**src/rtl/i2c_pkg.sv**
```systemverilog
// Shared types and constants for the I2C master engines.
// Bus drive decode lives here so a read engine can reuse it.
package i2c_pkg;

  typedef enum logic [2:0] {
    IDLE,
    START,
    ADDR,
    ADDR_ACK,
    DATA,
    DATA_ACK,
    STOP
  } state_t;

  localparam int   QUARTERS = 4;
  localparam logic RW_WRITE = 1'b0;

  typedef logic [1:0] quarter_t;

  localparam quarter_t Q_LAST   = quarter_t'(QUARTERS - 1);
  localparam quarter_t Q_SAMPLE = quarter_t'(QUARTERS - 2);

  typedef struct packed {
    logic scl_low;
    logic sda_low;
  } bus_drv_t;

  function automatic bus_drv_t bus_drive(
    input state_t   st,
    input quarter_t q,
    input logic     b
  );
    bus_drv_t d;
    d = '0;
    unique case (st)
      START: d.sda_low = q[1];
      ADDR, DATA: begin
        d.scl_low = ~q[1];
        d.sda_low = ~b;
      end
      ADDR_ACK, DATA_ACK: d.scl_low = ~q[1];
      STOP: begin
        d.scl_low = (q == 2'd0);
        d.sda_low = ~q[1];
      end
      default: d = '0;
    endcase
    return d;
  endfunction

endpackage

```
**src/rtl/i2c_tick_detect.sv**
```systemverilog
// Turns the divided clock into a one-cycle phase strobe
// in the system clock domain; the divided clock never clocks logic.
module i2c_tick_detect #(
  parameter bit TICK_RISING = 1'b1
) (
  input  logic i_clk,
  input  logic i_rst_n,
  input  logic i_div_clk,
  output logic o_tick
);

  logic r_div_q;

  always_ff @(posedge i_clk or negedge i_rst_n) begin
    if (!i_rst_n) begin
      r_div_q <= 1'b0;
    end else begin
      r_div_q <= i_div_clk;
    end
  end

  assign o_tick = TICK_RISING ? (i_div_clk & ~r_div_q)
                              : (~i_div_clk & r_div_q);

endmodule

```
**src/rtl/i2c_write_engine.sv**
```systemverilog
// Single-byte I2C master write: START, addr+W, ACK, data, ACK, STOP.
// Every bus bit is four ticks; SCL/SDA are open-drain pull enables.
module i2c_write_engine
  import i2c_pkg::*;
#(
  parameter bit TICK_RISING    = 1'b1,
  parameter bit CHECK_DATA_ACK = 1'b1
) (
  input  logic       clock_in,
  input  logic       reset_n,
  input  logic       div_clk_in,
  input  logic       start,
  input  logic [6:0] addr,
  input  logic [7:0] wdata,
  input  logic       sda_in,
  output logic       busy,
  output logic       done,
  output logic       ack_err,
  output logic       scl_low,
  output logic       sda_low
);

  state_t     r_state;
  state_t     w_state;
  quarter_t   r_q;
  quarter_t   w_q;
  logic [2:0] r_bit;
  logic [2:0] w_bit;
  logic [7:0] r_sh;
  logic [7:0] w_sh;
  logic [7:0] r_wdata;
  logic [7:0] w_wdata;
  logic       r_busy;
  logic       w_busy;
  logic       r_done;
  logic       w_done;
  logic       r_err;
  logic       w_err;
  logic       w_tick;
  logic       w_wrap;
  logic       w_sample;
  bus_drv_t   w_drv;

  i2c_tick_detect #(
    .TICK_RISING(TICK_RISING)
  ) u_tick (
    .i_clk    (clock_in),
    .i_rst_n  (reset_n),
    .i_div_clk(div_clk_in),
    .o_tick   (w_tick)
  );

  assign w_wrap   = w_tick && (r_q == Q_LAST);
  assign w_sample = w_tick && (r_q == Q_SAMPLE);

  always_ff @(posedge clock_in or negedge reset_n) begin
    if (!reset_n) begin
      r_state <= IDLE;
      r_q     <= '0;
      r_bit   <= '0;
      r_sh    <= '0;
      r_wdata <= '0;
      r_busy  <= 1'b0;
      r_done  <= 1'b0;
      r_err   <= 1'b0;
    end else begin
      r_state <= w_state;
      r_q     <= w_q;
      r_bit   <= w_bit;
      r_sh    <= w_sh;
      r_wdata <= w_wdata;
      r_busy  <= w_busy;
      r_done  <= w_done;
      r_err   <= w_err;
    end
  end

  always_comb begin
    w_state = r_state;
    w_q     = r_q;
    w_bit   = r_bit;
    w_sh    = r_sh;
    w_wdata = r_wdata;
    w_busy  = r_busy;
    w_done  = 1'b0;
    w_err   = r_err;

    if (r_state != IDLE && w_tick) begin
      w_q = r_q + 2'd1;
    end

    unique case (r_state)
      IDLE: begin
        // the done cycle still counts as busy for a new request
        if (start && !r_done) begin
          w_state = START;
          w_q     = '0;
          w_bit   = 3'd7;
          w_sh    = {addr, RW_WRITE};
          w_wdata = wdata;
          w_busy  = 1'b1;
          w_err   = 1'b0;
        end
      end
      START: begin
        if (w_wrap) begin
          w_state = ADDR;
          w_bit   = 3'd7;
        end
      end
      ADDR, DATA: begin
        if (w_wrap) begin
          if (r_bit == 3'd0) begin
            w_state = (r_state == ADDR) ? ADDR_ACK : DATA_ACK;
          end else begin
            w_bit = r_bit - 3'd1;
            w_sh  = {r_sh[6:0], 1'b0};
          end
        end
      end
      ADDR_ACK: begin
        if (w_sample && sda_in) begin
          w_err = 1'b1;
        end
        // r_err here can only come from this address slot
        if (w_wrap) begin
          if (r_err) begin
            w_state = STOP;
          end else begin
            w_state = DATA;
            w_sh    = r_wdata;
            w_bit   = 3'd7;
          end
        end
      end
      DATA_ACK: begin
        if (w_sample && sda_in && CHECK_DATA_ACK) begin
          w_err = 1'b1;
        end
        if (w_wrap) begin
          w_state = STOP;
        end
      end
      STOP: begin
        if (w_wrap) begin
          w_state = IDLE;
          w_busy  = 1'b0;
          w_done  = 1'b1;
        end
      end
      default: w_state = IDLE;
    endcase
  end

  assign w_drv   = bus_drive(r_state, r_q, r_sh[7]);
  assign scl_low = w_drv.scl_low;
  assign sda_low = w_drv.sda_low;
  assign busy    = r_busy;
  assign done    = r_done;
  assign ack_err = r_err;

endmodule

```
**config.mk**
```make
export PLATFORM = sky130hd
export DESIGN_NAME = i2c_write_engine
export DESIGN_NICKNAME = d
export VERILOG_FILES = /design/src/rtl/i2c_pkg.sv /design/src/rtl/i2c_tick_detect.sv /design/src/rtl/i2c_write_engine.sv
export SDC_FILE = /design/constraint.sdc
export NUM_CORES = 1
export LEC_CHECK = 0
export ABC_AREA = 1
export BUFFER_PORTS_ARGS = -buffer_cell sky130_fd_sc_hd__clkbuf_2
export CELL_PAD_IN_SITES_DETAIL_PLACEMENT = 0
export CELL_PAD_IN_SITES_GLOBAL_PLACEMENT = 2
export CORE_MARGIN = 4
export CORE_UTILIZATION = 35
export DETAILED_ROUTE_END_ITERATION = 7
export PLACE_DENSITY_LB_ADDON = 0.25
export SLEW_MARGIN = 10
export SYNTH_ARGS = -nofsm -noshare
export SYNTH_HDL_FRONTEND = slang
export SYNTH_HIERARCHICAL = 1
export SYNTH_SLANG_ARGS = --single-unit
```
**constraint.sdc**
```tcl
create_clock -name clock_in -period 4.1 [get_ports clock_in]
set_input_delay 0 -clock clock_in [delete_from_list [all_inputs] [get_ports clock_in]]
set_output_delay 0 -clock clock_in [all_outputs]
set_load 0.05 [all_outputs]
```
==> metrics.cfg, run 1 <==
[logic_synthesis]
ys_ff_latch=28
synth.top_cells.by_count=nand2_1, nand3_1, dfrtp_1, inv_1, nand2_2
synth_edf_count=0
synthSimpleGateAreaFrac=0.3977
synth_flop_cell=dfrtp_1
synth-xor-area-share=0.005117
yosysMostFrequentCell=nand2_1
synth_top_family_by_area=simple AND/OR/NAND/NOR gates
synthArstFlopShare=1.000
synthAdderAreaFrac=0.04386
syn_area_per_cell_sq_um=7.816
syn_inst=219
ys_seq_area_frac=0.4094
yosys.area.top_type=dfrtp_1
synth_compound_area_frac=0.06213
synthesis.area_sq_um=1712
synthMuxAreaShare=0
netlist.area_leader.share=0.4094
synthTopCellsByArea=dfrtp_1, nand2_1, nand3_1, ha_1, buf_6
syn-num-nets=245
ys_types=25
ys.warnings.count=6

[setup_path]
worst_ep_arrival_time_ps=1920
cp_top_family=flip-flops
required_ps=4100
path_buf_inv=1
critical_path_class=reg -> out
max_stage_delay_ps=670
critPathMaxFanout=9
startpoint_type=flop
cpMostUsedCell=o21ai_0
cp-end-kind=primary output
crit_slowest_cell=dfrtp_1
crit_chain=nand2_1 > nor2_1 > o21ai_0 > o21ai_0 > clkbuf_2

[routing]
wl_um=3730
postRouteAntennaNets=0
drtIter0Drc=90
vias=1404
drc=0
first_pass_iters=4
post_drt_wl_per_cell_um=11.69
via_per_inst=4.401

[pwr]
p_sw_frac=0.4797
powerDensity_nw_per_um2=755.6
seq_power_share=0.333
pwr-share-comb=0.519
pwr-share-clk=0.148
p_int_uw=798.3
p_switching_uw=736.2
irDropWorstVdd_mv=0.2313
p_leak_nw=1.097

[cts]
cts_tree=built
cts_made_buffers=3
post_cts_buffers=0
root_buffer=clkbuf_8
htree_levels=1
clk_pin_slew_ps=100
clk_path_buf_depth=2
clk_latency_ps=280
cts.sinks=28

[global_routing]
met2_usage=0.2115
antenna_found_initial=0
grt.busiest_layer=met2
met1_usage=0.1971
grt_usage=0.1364
grtUsageMet3=0.02088
grt_pass1_vias=1372
grt_max_degree=29
grt_overflow=0
grt_pass1_wl_um=6637

[floorplan]
die_y_um=77.93
dieArea_sq_um=6073
initial_core_util=0.3624
io_pins=25
die-width_um=77.93
coreArea_sq_um=4723
num_rows=25

[sta]
clock.fmax_mhz=522.2
max_slew.worst_pin.slew_ps=727.0
fin_crit_sh=0.4671
skew_ps=2.213
rsz0062_at_grt=no
hold_violations=0
slew_viol_final=0
setup-tns-final_ps=0
relSlewSlack=0.5153
layout_min_cycle_time_ps=1915
report.final.setup_viol=0

[place]
hpwl_um=2814
place_congestion=0.7683
placed_cells=305
io_buffers=24

[min_path]
hold_path.class=in -> reg

[final_layout]
area_delta_synth_final_pct=18.64
n_antenna_cell=0
regArea_sq_um=700.7
final_cells=319
n_fill_cell=513
finalNetCount=279
drive_gt1_frac=0.2183
multi_input_area_sq_um=870.8

[flow_run]
maxCapViolCount=0

[outcome]
status=complete, no violations

-- logic make-up after synthesis --
| group | Yosys count |
|---|---|
| simple gates | 144 |
| flops | 28 |
| buf+inv | 24 |
| compound gates | 16 |
| fa+ha+maj | 6 |
| xor+xnor | 1 |
-- worst register-to-register path, stage by stage (launching register included) --
cell and delay (ps):
dfrtp_1 670, inv_4 80, nand2_4 90, nor2_2 50
nand2_2 100, nand2_2 70, nor2_4 280, nand2_1 160
nand2_1 80, nand2_1 50
-- per-stage QoR --
step	util	setup slack (ps)	hold WS, ps	area (sq um)	power, mW
after floorplan	-	2268	-295.6	1712	1.175
after global placement	0.3936	2393	101.5	1859	1.320
after detailed placement	0.3936	2382	104.6	1859	1.318
after CTS	0.4299	2173	88.56	2031	1.555
after global routing	0.4299	2010	101.4	2031	1.696
final	0.4299	2185	85.36	2031	1.534
-- timing repair --
action | in CTS | in global routing
resized for setup | 0 | 0
hold buffers | 10 | 0
endpoints found under the hold margin | 37 | 0
-- per-layer routing --
layer,routed length (um),share of wire
met5,0,0
met4,44,0.012
met3,103,0.028
met2,1647,0.44
met1,1935,0.52
-- worst paths after layout --
check	slack, ps	from	endpoint	cells after the start
max in group asynchronous	3340	reset_n	done$_DFF_PN0_	2
min in group asynchronous	300	reset_n	r_sh[4]$_DFFE_PN0P_	2
worst min register to register	480	r_sh[2]$_DFFE_PN0P_	r_sh[2]$_DFFE_PN0P_	2
worst min-delay path	90	addr[2]	r_sh[3]$_DFFE_PN0P_	5
worst max-delay path	2180	r_state[1]$_DFFE_PN0P_	sda_low	5
worst max register to register	2380	r_state[1]$_DFFE_PN0P_	r_bit[2]$_DFFE_PN0P_	9
-- power by group through the flow --
stage	Combinational [mW]	Clock, mW	Sequential [mW]
floorplan	0.697	0	0.478
global placement	0.805	0	0.515
detailed placement	0.801	0	0.516
CTS	0.811	0.232	0.511
global route	0.921	0.245	0.530
finish	0.796	0.227	0.512
-- sequential cells by signal (all words and copies together), names as in the netlist --
signal	flops
u_tick/r_div_q	1
ack_err	1
done	1
r_sh	8
r_wdata	8
busy	1
r_bit	3
r_state	3
r_q	2
-- layout by cell type, fill, tap and decap left out, types with 4 or more instances in the layout --
| master | synthesis | routed |
|---|---|---|
| nand3_1 | 33 | 33 |
| ha_1 | 6 | 6 |
| dfrtp_1 | 28 | 28 |
| nand2_4 | 4 | 4 |
| inv_1 | 14 | 14 |
| nand2_1 | 85 | 85 |
| nand2_2 | 9 | 9 |
| dlygate4sd3_1 | 0 | 10 |
| o21ai_0 | 7 | 7 |
| clkbuf_2 | 0 | 24 |
| nor2_1 | 5 | 5 |
-- area by class of cell --
cell class	instances	area share
Tap cell	67	0.04128
Sequential cell	28	0.3450
Inverter	19	0.04128
Multi-Input combinational cell	167	0.4288
Clock buffer	3	0.02033
Clock inverter	1	0.01479
Timing Repair Buffer	34	0.1084
Power figures use the tool's default switching activity.
==> run 2: changes to the inputs <==
Settings changed: CORE_UTILIZATION 35 to 29.
Clock period 4.1 ns to 1.6 ns, I/O delays scaled along.
==> run 2 against run 1 <==
Effect of this change:
- count of clock-buffer cells in the layout did not move
- routed wire length rose by 12%
- clock skew rose by 3.1 ps
- first-iteration DRC count rose by 3.3%
- sequential cell count did not move
- sequential power rose by 150%
- via count rose by 7.8%
- setup slack got worse by 2100 ps
- global-route usage fell by 1.3 points
- combinational power rose to 3.2 times the previous value
- design area rose by 12%
- sequential share of layout area fell by 3.4 points
- largest cell class unchanged
==> metrics.cfg, run 2 (synthesis results as in run 1) <==
[sta]
max_slew.worst_pin.slew_ps=375.4  ; -351.5 ps
clock.fmax_mhz=651.1
layout_min_cycle_time_ps=1536
rsz0062_at_grt=yes
report.final.setup_viol=0  ; unchanged
whs_ps=92.74  ; +7.374 ps
relSlewSlack=0.7497  ; +0.2344
hold_violations=0  ; unchanged
slew_viol_final=0  ; unchanged
fin_crit_sh=0.9598
skew_ps=5.355  ; +3.142 ps

[routing]
wl_um=4159  ; +12%
via_per_inst=4.313  ; -2.0%
first_pass_iters=4  ; unchanged
drtIter0Drc=93  ; +3.3%
postRouteAntennaNets=0  ; unchanged
drc=0  ; unchanged
post_drt_wl_per_cell_um=11.85  ; +1.3%
vias=1514  ; +7.8%

[floorplan]
die_y_um=84.83  ; +8.8%
dieArea_sq_um=7195  ; +18%
num_rows=27  ; +8.0%
io_pins=25  ; unchanged
initial_core_util=0.3052  ; -0.05716
die-width_um=84.83  ; +8.8%
coreArea_sq_um=5608  ; +19%

[place]
placed_cells=332  ; +8.9%
hpwl_um=3193  ; +13%
place_congestion=0.8178  ; +6.4%
io_buffers=24  ; unchanged

[setup_path]
startpoint_type=flop
startpoint=r_state[2]$_DFFE_PN0P_
critical_path_class=reg -> out
reg2reg_from=r_state[0]$_DFFE_PN0P_
cp-end-kind=primary output
required_ps=1600  ; -2500 ps
worst_ep_arrival_time_ps=1540  ; -380 ps
critPathMaxFanout=3  ; -6

[final_layout]
n_antenna_cell=0  ; unchanged
layout_common_cells=nand2_1, nand3_1, buf_4
n_fill_cell=610  ; +19%
largestRegisters=r_sh x8, r_wdata x8
final_cells=351  ; +10%
finalNetCount=306  ; +9.7%
area_delta_synth_final_pct=32.46
final_common_cell=nand2_1
drive_gt1_frac=0.3154  ; +0.09716

[pwr]
p_switching_mw=1.963  ; +170%
pwr-share-clk=0.130  ; -0.018
seq_power_share=0.289  ; -0.044
pwr-share-comb=0.581  ; +0.062
powerDensity_nw_per_um2=1917  ; +150%
p_int_mw=2.383  ; +200%
p_sw_frac=0.4516  ; -0.02812
p_leak_nw=1.230  ; +12%
irDropWorstVdd_mv=0.9349  ; +300%
p_total_mw=4.346  ; +180%

[min_path]
worstHoldStart=addr[3]
hold_path.class=in -> reg

[cts]
cts.sinks=28  ; unchanged
clk_latency_ps=280  ; about the same
htree_levels=1  ; unchanged
root_buffer=clkbuf_8
clk_path_buf_depth=2  ; unchanged
clk_pin_slew_ps=100  ; about the same
cts_made_buffers=3  ; unchanged
cts_tree=built

[global_routing]
grt_pass1_vias=1454  ; +6.0%
grt_usage=0.1232  ; -0.01324
antenna_found_initial=0  ; unchanged
grt_max_degree=29  ; unchanged
grt_overflow=0  ; unchanged
grt_pass1_wl_um=7155  ; +7.8%

[flow_run]
maxCapViolCount=0  ; unchanged

[outcome]
status=complete, no violations

-- run 2: cell types whose count changed in the layout (fill, tap and decap cells not counted) --
cell | previous run | this run
buf_6 | 0 | 3
buf_4 | 0 | 26
nand2_2 | 9 | 11
o21ai_0 | 7 | 6
nor2_1 | 5 | 4
clkbuf_2 | 24 | 22
dfrtp_1 | 28 | 25
nor2_2 | 3 | 4
nand2_1 | 85 | 83
o21ai_1 | 1 | 2
dfrtp_2 | 0 | 3
-- run 2: what timing repair did --
| item | 4_1_cts | 5_1_grt |
|---|---|---|
| hold buffers | 10 | 0 |
| endpoints found under the setup margin | 2 | 9 |
| setup buffers | 1 | 4 |
| gates resized for setup | 4 | 10 |
| endpoints found under the hold margin | 37 | 0 |
| pin swaps | 0 | 5 |
-- run 2: worst paths after layout --
| check | end | slack [ps] | cells after the start |
|---|---|---|---|
| max reg2reg | r_sh[1]$_DFFE_PN0P_ | 80 | 9 |
| min | r_sh[4]$_DFFE_PN0P_ | 90 | 5 |
| max | scl_low | 60 | 4 |
| max in group asynchronous | r_state[1]$_DFFE_PN0P_ | 1060 | 3 |
| min reg2reg | r_sh[3]$_DFFE_PN0P_ | 480 | 2 |
| min in group asynchronous | r_sh[7]$_DFFE_PN0P_ | 250 | 3 |
-- run 2: layout make-up --
class | count | area [sq um] | share of cell area
clock buffers | 3 | 41.29 | 0.01821
clock inverters | 1 | 30.03 | 0.01325
inverters | 19 | 83.83 | 0.03698
multi-input cells | 167 | 878.3 | 0.3874
flip-flops and latches | 28 | 704.4 | 0.3107
well taps | 72 | 90.09 | 0.03974
repair buffers | 61 | 439.2 | 0.1937
-- run 2: per-stage QoR --
step	util	setup WS (ps)	area [sq um]	TNS [ps]
after floorplan	-	148.8	1712	0
after global placement	0.3621	31.04	2031	0
after detailed placement	0.3621	60.39	2031	0
after CTS	0.3951	0.7171	2216	0
after global routing	0.4043	-31.76	2267	-189.7
final	0.4043	64.24	2267	0
-- run 2: layer usage --
layer | vias to the layer above | share of wire | track usage
li1 | 817 | - | -
met1 | 670 | 0.51 | 0.1778
met2 | 23 | 0.45 | 0.1936
met3 | 4 | 0.030 | 0.01845
met4 | 0 | 0.0079 | 0.03022
met5 | - | 0 | 0
-- run 2: worst max-delay path: stages, from the launching register on --
cell,delay [ps]
dfrtp_2,430
buf_4,140
ha_1,260
a22o_1,240
buf_4,190
-- run 2: power groups by stage --
stage / registers [mW] / logic (mW) / clock network (mW)
final: 1.26 / 2.52 / 0.565
after global routing: 1.29 / 2.85 / 0.625
after CTS: 1.26 / 2.45 / 0.594
after detailed placement: 1.28 / 2.39 / 0
after global placement: 1.28 / 2.40 / 0
after floorplan: 1.23 / 1.79 / 0
==> run 3: changes to the inputs <==
Settings changed: REMOVE_ABC_BUFFERS set to 1, SKIP_LAST_GASP set to 1.
==> run 3 against run 2 <==
Effect of this change:
- first-iteration DRC count decreased by 24%
- critical path type unchanged
- core utilization decreased by 0.83 points
- critical endpoint is now sda_low
- clock skew about the same
- largest cell class unchanged
- largest power group unchanged
- via count increased by 0.40%
- die area unchanged
==> metrics.cfg, run 3 (synthesis results as in run 1) <==
[final_layout]
drive_gt1_frac=0.2956  ; -0.01979
final_cells=346  ; -1.4%
n_antenna_cell=0  ; unchanged
layout_common_cells=nand2_1, nand3_1, dfrtp_1
finalNetCount=301  ; -1.6%
largestRegisters=r_sh x8, r_wdata x8
area_delta_synth_final_pct=29.75
final_common_cell=nand2_1
n_fill_cell=607  ; -0.49%

[routing]
drc=0  ; unchanged
postRouteAntennaNets=0  ; unchanged
drtIter0Drc=71  ; -24%
wl_um=4054  ; -2.5%
vias=1520  ; +0.40%
via_per_inst=4.393  ; +1.8%
first_pass_iters=4  ; unchanged
post_drt_wl_per_cell_um=11.72  ; -1.1%

[sta]
clock.fmax_mhz=648.8  ; -0.36%
setup_slack_ps=58.69  ; -5.558 ps
layout_min_cycle_time_ps=1541  ; +5.558 ps
skew_ps=5.521  ; +0.1666 ps
setup-tns-final_ps=0  ; unchanged
max_slew.worst_pin.slew_ps=720.5  ; +345.1 ps
relSlewSlack=0.5197  ; -0.2300
slew_viol_final=0  ; unchanged
fin_crit_sh=0.9633  ; +0.003474
hold_violations=0  ; unchanged
rsz0062_at_grt=yes
report.final.setup_viol=0  ; unchanged

[cts]
cts_made_buffers=3  ; unchanged
htree_levels=1  ; unchanged
root_buffer=clkbuf_8
clk_pin_slew_ps=100  ; about the same
cts.sinks=28  ; unchanged
clk_path_buf_depth=2  ; unchanged
cts_tree=built
clk_latency_ps=280  ; about the same

[pwr]
p_total_mw=4.346  ; about the same
irDropWorstVdd_mv=0.7456  ; -20%
p_leak_nw=1.203  ; -2.1%
powerDensity_nw_per_um2=1957  ; +2.1%

[outcome]
status=complete, no violations

[setup_path]
critPathMaxFanout=8  ; +5
worst_ep_arrival_time_ps=1540  ; about the same
reg2reg_from=r_state[2]$_DFFE_PN0P_
crit_slowest_cell=dfrtp_2
cp-end-kind=primary output
startpoint_type=flop
critical_path_class=reg -> out
startpoint=r_state[0]$_DFFE_PN0P_
max_stage_delay_ps=520  ; +90 ps
cpMostUsedCell=o21ai_0
required_ps=1600  ; about the same
crit_chain=nand2_1 > o21ai_0 > o21ai_1 > o21ai_0 > clkbuf_4

[floorplan]
coreArea_sq_um=5608  ; unchanged
num_rows=27  ; unchanged
initial_core_util=0.3052  ; unchanged
dieArea_sq_um=7195  ; unchanged
die-width_um=84.83  ; unchanged
die_y_um=84.83  ; unchanged
io_pins=25  ; unchanged

[global_routing]
grt_pass1_wl_um=6893  ; -3.7%
antenna_found_initial=0  ; unchanged
grt_pass1_vias=1433  ; -1.4%
grt_usage=0.1194  ; -0.003844
grt_max_degree=29  ; unchanged
grt_overflow=0  ; unchanged

[min_path]
hold_path.class=in -> reg
worstHoldStart=addr[2]

[flow_run]
maxCapViolCount=0  ; unchanged

[place]
io_buffers=24  ; unchanged
placed_cells=326  ; -1.8%
hpwl_um=3064  ; -4.0%
place_congestion=0.8517  ; +4.1%
dpl_worst_slack_ps=46.59  ; -13.79 ps

==> run 3: cell types whose count changed in the layout (fill, tap and decap cells not counted), sizes merged <==
cell,before,now
buf,29,22
clkbuf,25,27
==> run 3: final timing paths <==
path	endpoint	slack, ps	depth (start not counted)
max	sda_low	60	5
min in group asynchronous	r_state[2]$_DFFE_PN0P_	300	2
max reg2reg	r_sh[2]$_DFFE_PN0P_	100	9
max in group asynchronous	r_state[0]$_DFFE_PN0P_	810	2
min	r_sh[3]$_DFFE_PN0P_	80	5
min reg2reg	r_wdata[5]$_DFFE_PN0P_	480	2
==> run 3: metrics by stage <==
step / hold slack, ps / area (sq um) / util
5_1_grt: 92.46 / 2221 / 0.3960
4_1_cts: 82.49 / 2181 / 0.3889
2_1_floorplan: -295.6 / 1655 / -
6_report: 83.80 / 2221 / 0.3960
3_5_place_dp: 95.63 / 1986 / 0.3541
3_3_place_gp: 106.7 / 1986 / 0.3541
==> run 3: power breakdown <==
part           leakage (nW)  internal, mW  switching [mW]  total [mW]
clock network        0.0357         0.335           0.238       0.573
registers             0.346          1.02           0.236        1.26
logic                 0.822          1.02            1.49        2.51
==> run 3: final cells by class <==
| cell class | count | area (sq um) | share of cell area |
|---|---|---|---|
| multi-input cells | 167 | 873.3 | 0.3932 |
| well taps | 72 | 90.09 | 0.04056 |
| inverters | 19 | 83.83 | 0.03775 |
| flip-flops and latches | 28 | 704.4 | 0.3172 |
| repair buffers | 56 | 397.9 | 0.1792 |
| clock buffers | 3 | 41.29 | 0.01859 |
| clock inverters | 1 | 30.03 | 0.01352 |
==> run 3: repair_timing <==
action,in CTS,in global routing
endpoints found under the hold margin,37,0
endpoints found under the setup margin,2,7
resized for setup,5,4
buffers inserted,2,4
pin swaps,0,2
hold buffers,10,0
gates cloned,0,0
==> run 3: critical path: cells and delay by family (launching register included) <==
family	cells	cell delay, ps
AND/OR/NAND/NOR	1	130
flip-flops	1	520
buffers and inverters	1	250
AO/OA/AOI/OAI	3	350
==> run 3: metal layers <==
layer	part of all wire	global-route usage
met5	0	0
met4	0.018	0.04173
met3	0.028	0.02524
met2	0.44	0.1836
met1	0.51	0.1659
